**src/rtl/baud_frac_clkgen.sv**
```systemverilog
// Multi-channel fractional baud clock generator: each channel toggles clk_out whenever
// the integer part of its free-running phase counter meets a fixed-point target.
module baud_frac_clkgen #(
  parameter int NUM_CH = 2,
  parameter int WIDTH = 32,
  parameter int FRAC_BITS = 7,
  parameter logic [WIDTH-1:0] DEFAULT_DIV = 32'h00000A00,
  localparam int CH_W = (NUM_CH > 1) ? $clog2(NUM_CH) : 1
) (
  input  logic              clock,
  input  logic              reset,
  input  logic [NUM_CH-1:0] en,
  input  logic              sync,
  input  logic              cfg_we,
  input  logic [CH_W-1:0]   cfg_ch,
  input  logic [WIDTH-1:0]  cfg_div,
  output logic [NUM_CH-1:0] clk_out,
  output logic [NUM_CH-1:0] tick,
  output logic [NUM_CH-1:0] pend
);

  localparam logic [WIDTH-1:0] ONE_P = {{(WIDTH-1){1'b0}}, 1'b1} << FRAC_BITS;

  logic [NUM_CH-1:0][WIDTH-1:0] acc_r;
  logic [NUM_CH-1:0][WIDTH-1:0] target_r;
  logic [NUM_CH-1:0][WIDTH-1:0] half_r;
  logic [NUM_CH-1:0][WIDTH-1:0] shadow_r;
  logic [NUM_CH-1:0][WIDTH-1:0] div_s;
  logic [NUM_CH-1:0]            evt_s;
  logic [NUM_CH-1:0]            wr_s;

  // A divisor below 1.0 would stall the generator, so it is forced up to exactly 1.0.
  function automatic logic [WIDTH-1:0] clamp_div(input logic [WIDTH-1:0] v);
    if (v[WIDTH-1:FRAC_BITS] == {(WIDTH-FRAC_BITS){1'b0}}) begin
      clamp_div = ONE_P;
    end else begin
      clamp_div = v;
    end
  endfunction

  // Per-channel event detection, next divisor selection and write decode.
  always_comb begin
    evt_s = {NUM_CH{1'b0}};
    wr_s  = {NUM_CH{1'b0}};
    div_s = {(NUM_CH*WIDTH){1'b0}};
    for (int c = 0; c < NUM_CH; c++) begin
      evt_s[c] = en[c] & (acc_r[c][WIDTH-1:FRAC_BITS] == target_r[c][WIDTH-1:FRAC_BITS]);
      div_s[c] = pend[c] ? shadow_r[c] : half_r[c];
      wr_s[c]  = cfg_we & (int'(cfg_ch) == c);
    end
  end

  // Channel state registers; a write in the same cycle always lands after sync/event updates.
  always_ff @(posedge clock or posedge reset) begin
    if (reset) begin
      acc_r    <= {(NUM_CH*WIDTH){1'b0}};
      target_r <= {NUM_CH{DEFAULT_DIV}};
      half_r   <= {NUM_CH{DEFAULT_DIV}};
      shadow_r <= {NUM_CH{DEFAULT_DIV}};
      pend     <= {NUM_CH{1'b0}};
      clk_out  <= {NUM_CH{1'b0}};
      tick     <= {NUM_CH{1'b0}};
    end else begin
      for (int c = 0; c < NUM_CH; c++) begin
        if (sync) begin
          acc_r[c]    <= {WIDTH{1'b0}};
          clk_out[c]  <= 1'b0;
          tick[c]     <= 1'b0;
          target_r[c] <= div_s[c];
          half_r[c]   <= div_s[c];
          pend[c]     <= 1'b0;
        end else begin
          if (en[c]) begin
            acc_r[c] <= acc_r[c] + ONE_P;
          end
          tick[c] <= evt_s[c];
          if (evt_s[c]) begin
            clk_out[c]  <= ~clk_out[c];
            target_r[c] <= target_r[c] + div_s[c];
            half_r[c]   <= div_s[c];
            pend[c]     <= 1'b0;
          end
        end
        if (wr_s[c]) begin
          shadow_r[c] <= clamp_div(cfg_div);
          pend[c]     <= 1'b1;
        end
      end
    end
  end

endmodule

```
**config.mk**
```make
export PLATFORM = sky130hd
export DESIGN_NAME = baud_frac_clkgen
export DESIGN_NICKNAME = d
export VERILOG_FILES = /design/src/rtl/baud_frac_clkgen.sv
export SDC_FILE = /design/constraint.sdc
export NUM_CORES = 1
export LEC_CHECK = 0
export BUFFER_PORTS_ARGS = -buffer_cell sky130_fd_sc_hd__buf_2
export CORE_AREA = 2 2 175 177
export DETAILED_ROUTE_END_ITERATION = 6
export DIE_AREA = 0 0 177 179
export PLACE_DENSITY = 0.67
export SLEW_MARGIN = 10
export SYNTH_ARGS = -nofsm -noshare
export SYNTH_HDL_FRONTEND = slang
export SYNTH_SLANG_ARGS = --single-unit
```
**constraint.sdc**
```tcl
create_clock -name clock -period 12.85 [get_ports clock]
set_clock_uncertainty 0.2 [all_clocks]
set_input_delay 3.2125 -clock clock [delete_from_list [all_inputs] [get_ports clock]]
set_output_delay 3.2125 -clock clock [all_outputs]
set_load 0.01 [all_outputs]
```
Word level (Yosys, flattened, before mapping)
Cells that the tools add are included.
W data, S select, Z words.
{"block": "totals", "reg_bits": 262, "input_bits": 39, "out_inout_bits": 6, "word_cells": 60}
{"block": "classes", "add_sub_neg": 4, "eq_ne": 2, "mux": 27, "bitwise": 7, "n_reduce_logical": 7}
{"op": "$mux W32", "count": 15}
{"op": "$add A32 B32 Y32", "count": 2}
{"op": "$add A32 B8 Y32 const B", "count": 2}
{"op": "$eq A25 B25 Y1", "count": 2}
{"op": "$logic_not A25 Y1", "count": 1}
{"op": "$mux W1", "count": 12}
{"op": "$reduce_bool A2 Y1", "count": 4}
{"op": "$reduce_bool A3 Y1", "count": 2}
{"op": "$and A1 B1 Y1", "count": 4}
{"op": "$not A1 Y1", "count": 3}

Depth between registers and ports, before layout
{"block": "depth", "ltp_word": 5, "ltp_mapped": 16, "ltp_nobuf": 12}

Worst setup path after synthesis
Ideal clock, no wire load.
{"block": "synth_timing", "kind": "in2reg", "start": "input port en[1]", "end": "register target_r[32] in the netlist's numbering", "setup_ns": 0.082, "arrival_time_ns": 5.007, "required_time_ns": 12.568, "setup_slack_ns": 7.561, "path_stages": 8, "path_buffers": 2, "cell_sequence": "clkbuf_1 > o21ai_0 > nor4b_1 > nand3b_1 > nor4_1 > clkbuf_1 > nand2_1 > a31oi_1"}
{"block": "synth_via", "elab_chain_cells": 2}
{"element": "from (decl)", "line": "12", "source": "input logic [NUM_CH-1:0] en,"}
{"element": "$and A1 B1 Y1", "line": "47", "source": "evt_s[c] = en[c] & (acc_r[c][WIDTH-1:FRAC_BITS] == target_r[c][WIDTH-1:FRAC_BITS]);"}
{"element": "$reduce_bool A2 Y1 (no source line)"}
{"element": "to (signal assigned)", "line": "57", "source": "target_r <= {NUM_CH{DEFAULT_DIV}};"}
{"element": "to (signal, indexed assignment)", "line": "69", "source": "target_r[c] <= div_s[c];"}
{"element": "to (signal, indexed assignment)", "line": "79", "source": "target_r[c] <= target_r[c] + div_s[c];"}
{"element": "to (decl)", "line": "25", "source": "logic [NUM_CH-1:0][WIDTH-1:0] target_r;"}
No other way between the ends.
A chain may end at the register's enable or synchronous reset.

==> Flow_metrics.wiki <==
{| class="wikitable"
! Metric !! Value
|-
| Final setup fails || 0
|-
| Detailed router's first-iteration violation count || about 730
|-
| Pin count of the biggest net entering global routing || 105
|-
| Top-Level Pins || between 40 and 50
|-
| Crit path max fanout || 104
|-
| Synth async-reset ratio || 100%
|-
| Post_cts resized || 0
|-
| Top flip-flop cell by instance count after synthesis || dfrtp_1
|-
| Data required, critical path || between 10 and 15 ns
|-
| Number of setup buffers added after CTS || 0
|-
| Length of the first detailed-routing pass in iterations || 5
|-
| Count of maximum capacitance violations || 0
|-
| Routed wire per std cell || 16.6 um
|-
| Number of endpoints with negative hold slack in the final report || 0
|-
| All-layer global routing usage || 21.7%
|-
| Power Internal || ~1.9 mW
|-
| M1 WL || 16000 um
|-
| Number of routed nets with antenna violations || 0
|-
| Power share of the sequential group || 35.2%
|-
| Via-per-instance ratio || 5.69
|-
| Leading post-synthesis cells by instance count || dfrtp_1, nand2_1, nor2_1, a21oi_1, mux2_2
|-
| Slew HR || between 30% and 40%
|-
| Logic depth of the worst path, buffers included || 4
|-
| Fill cell count || 2698
|-
| Synth top area cells || dfrtp_1, mux2_2, nand2_1
|-
| Dpl hpwl || between 20000 and 25000 um
|-
| Die ar. || 31700 sq um
|-
| Hold endpoint || shadow_r[9]
|-
| Final estimated routing congestion in global placement || 0.912
|-
| Maximum level of the CTS H-tree || 1
|-
| Net count of the mapped netlist || 1682
|-
| Y dimension of the die || roughly 180 um
|-
| Global-route wire length before repair || between 50000 and 60000 um
|-
| Area growth from synthesis to layout || 9.98%
|-
| Share of total power in the clock network || 27.6%
|-
| Transition time at the pin with the least slew margin || around 0.98 ns
|-
| Core Util, Final || 53.8%
|-
| Setup slack at placement || between 6 and 7 ns
|-
| Placeable core region || between 30000 and 40000 sq um
|-
| Syn. warnings || 0
|-
| Sequence of cells on the critical path || buf_2 -> inv_8 -> buf_4 -> buf_4
|-
| Via count of the first global-routing pass || 11000
|-
| Fmax || 0.189 GHz
|-
| Outcome || completed
|-
| Hold Crit Start || shadow_r[9]
|-
| Power per cell area || 180 nW/um^2
|-
| Root Buffer || clkbuf_16
|-
| Initial Util || 48.9%
|-
| Top Metal Used || met4
|-
| Nets@finish || ~1700
|-
| Crit start category || primary input
|-
| Design Area, Final || 16200 sq um
|-
| Most used cell, CP || buf_4
|-
| Number of buffers inserted during clock tree synthesis || 27
|-
| Number of vias after detailed routing || 11400
|-
| Total inserted antenna cells || 0
|-
| Path type of the worst min-delay path || flip-flop to flip-flop
|-
| Per-instance average area after synthesis || between 9 and 10 sq um
|-
| Crit share post-route || 41.1%
|-
| Input/output buffers || 44
|-
| Clock transition at the registers of the reported paths || 0.06 ns
|-
| Reg-to-reg startpoint || pend[1]
|-
| Ratio of cells with drive above 1 in the final layout || between 10% and 20%
|-
| Cell area after technology mapping || 14700 sq um
|-
| Total congestion overflow after global routing || 0
|-
| Post-route total power || 2.90 mW
|-
| Switching portion of total power || 35.5%
|-
| Worst R2R Setup Slack || 8.07 ns
|-
| Static power due to leakage || about 7.3 nW
|-
| Cell taking the most area after synthesis || dfrtp_1
|-
| Maximum clock path buffer count || 3
|-
| VDD IR max || 0.104 mV
|-
| CTS tree || yes
|-
| Cell count after synthesis || 1577
|-
| Synthesized flop and latch total || 248
|-
| Dominant cell by count in the synthesized netlist || dfrtp_1
|-
| Met2 Wirelength || about 15000 um
|-
| Category of the critical setup timing path || primary input to asynchronous set/reset pin
|-
| Clock Sink Count || 248
|-
| Dominant delay contributor by cell family on the critical path || buffers and inverters
|-
| RSZ-0062 raised after global routing || no
|-
| Slowest Stage Delay on Critical Path || 0.85 ns
|-
| Number of hold-repair buffers added at the cts stage || 0
|-
| Source-to-sink clock delay at the later pin of the worst-skew pair || ~0.53 ns
|-
| Count of flip-flops with a built-in enable after synthesis || 0
|-
| Drt total wl || 33300 um
|-
| Cell at the slowest stage of the critical path || buf_4
|-
| R2r worst-path depth || 12
|-
| Worst endpoint data arrival time || around 5.6 ns
|-
| Reg-to-reg endpoint || target_r[62]
|-
| DRC || 0
|-
| Number of instances on the worst hold path || 2
|-
| Final max-slew violation count || 0
|-
| Least setup slack across all paths after layout || 7.56 ns
|-
| Fraction of power consumed by combinational cells || between 30% and 40%
|-
| Number of buffer and inverter instances along the worst setup path || 4
|-
| Antenna violations before repair || 0
|-
| Share of the yosys chip area belonging to registers || 42.3%
|-
| Proportion of netlist area held by the largest area contributor || approximately two fifths
|-
| Floorplan die width || 177 um
|-
| Psw || 1.03 mW
|-
| Met3 WL post-DR || 1710 um
|-
| Number of core rows || 64
|-
| Placed instance area || 15200 sq um
|-
| Library cells used by synthesis || 61
|-
| Setup TNS || 0 ns
|-
| Fin crit period || 5.29 ns
|-
| Endpoint class of the critical path || asynchronous set/reset pin
|}
-- worst reg2reg max path, cell delays in order, from the launching register on --
cell	delay, ns
dfrtp_1	0.39
buf_4	0.45
mux2_2	0.47
ha_1	0.35
a21oi_1	0.12
o211ai_1	0.34
nand4_1	0.24
a2111oi_0	0.93
o41ai_1	0.27
nor3_1	0.30
mux2i_1	0.21
nor3_1	0.06
nor4_1	0.34
-- registers in the layout, summed over array words and instances, names as in the netlist --
register,flops
half_r,64
clk_out,2
pend,2
target_r,64
tick,2
shadow_r,64
acc_r,50
-- cells in the final DEF (no fill, tap or decap), drive strengths merged, types with 34 or more instances in the layout --
cell   count
xor2      85
nand4     34
nor2     167
a21oi    122
inv       44
xnor2     56
o21ai     78
mux2i     40
buf       58
dfrtp    236
nand2    218
mux2     108
ha        64
-- routing by layer --
layer	up-vias	GRT usage, %
met3	32	3.31
met5	-	0
met4	0	4.37
li1	5573	-
met1	5560	31.3
met2	244	34.8
-- per-stage QoR --
stage | hold slack [ns] | std cells
after global placement | 0.252 | 1957
after floorplan | 0.237 | 1577
after global routing | 0.275 | 2004
after CTS | 0.258 | 2004
after detailed placement | 0.248 | 1957
final | 0.259 | 2004
-- final cells by class --
| type | count | area [sq um] | area share, % |
|---|---|---|---|
| Sequential cell | 248 | 6220 | 38.5 |
| Multi-Input combinational cell | 1211 | 8030 | 49.7 |
| Clock buffer | 33 | 728 | 4.51 |
| Clock inverter | 14 | 181 | 1.12 |
| Timing Repair Buffer | 58 | 328 | 2.03 |
| Inverter | 44 | 173 | 1.07 |
| Tap cell | 396 | 495 | 3.07 |
-- how the worst max path moves through the flow --
stage	startpoint	to	slack, ns
finish	reset	shadow_r[21]	7.56
global route	reset	half_r[42]	7.07
CTS	reset	shadow_r[51]	7.40
detailed placement	reset	shadow_r[51]	6.83
global placement	reset	half_r[51]	6.87
floorplan	reset	acc_r[10]	2.64
-- power by group through the flow --
stage                     combinational, mW  sequential (mW)  clock (mW)
after floorplan                       0.872             1.00           0
after global placement                 1.04             1.03           0
after detailed placement               1.07             1.04           0
after CTS                              1.08             1.03       0.818
after global routing                   1.22             1.04       0.851
final                                  1.08             1.02       0.801
-- cells by family after synthesis --
kind of cell	after synthesis	synth area share [%]
simple gates	527	15.9
flops	248	42.3
compound gates	329	13.6
xor+xnor	141	8.41
buf+inv	118	3.05
fa+ha+maj	66	5.72
mux	148	11.0
Power figures use the tool's default switching activity.
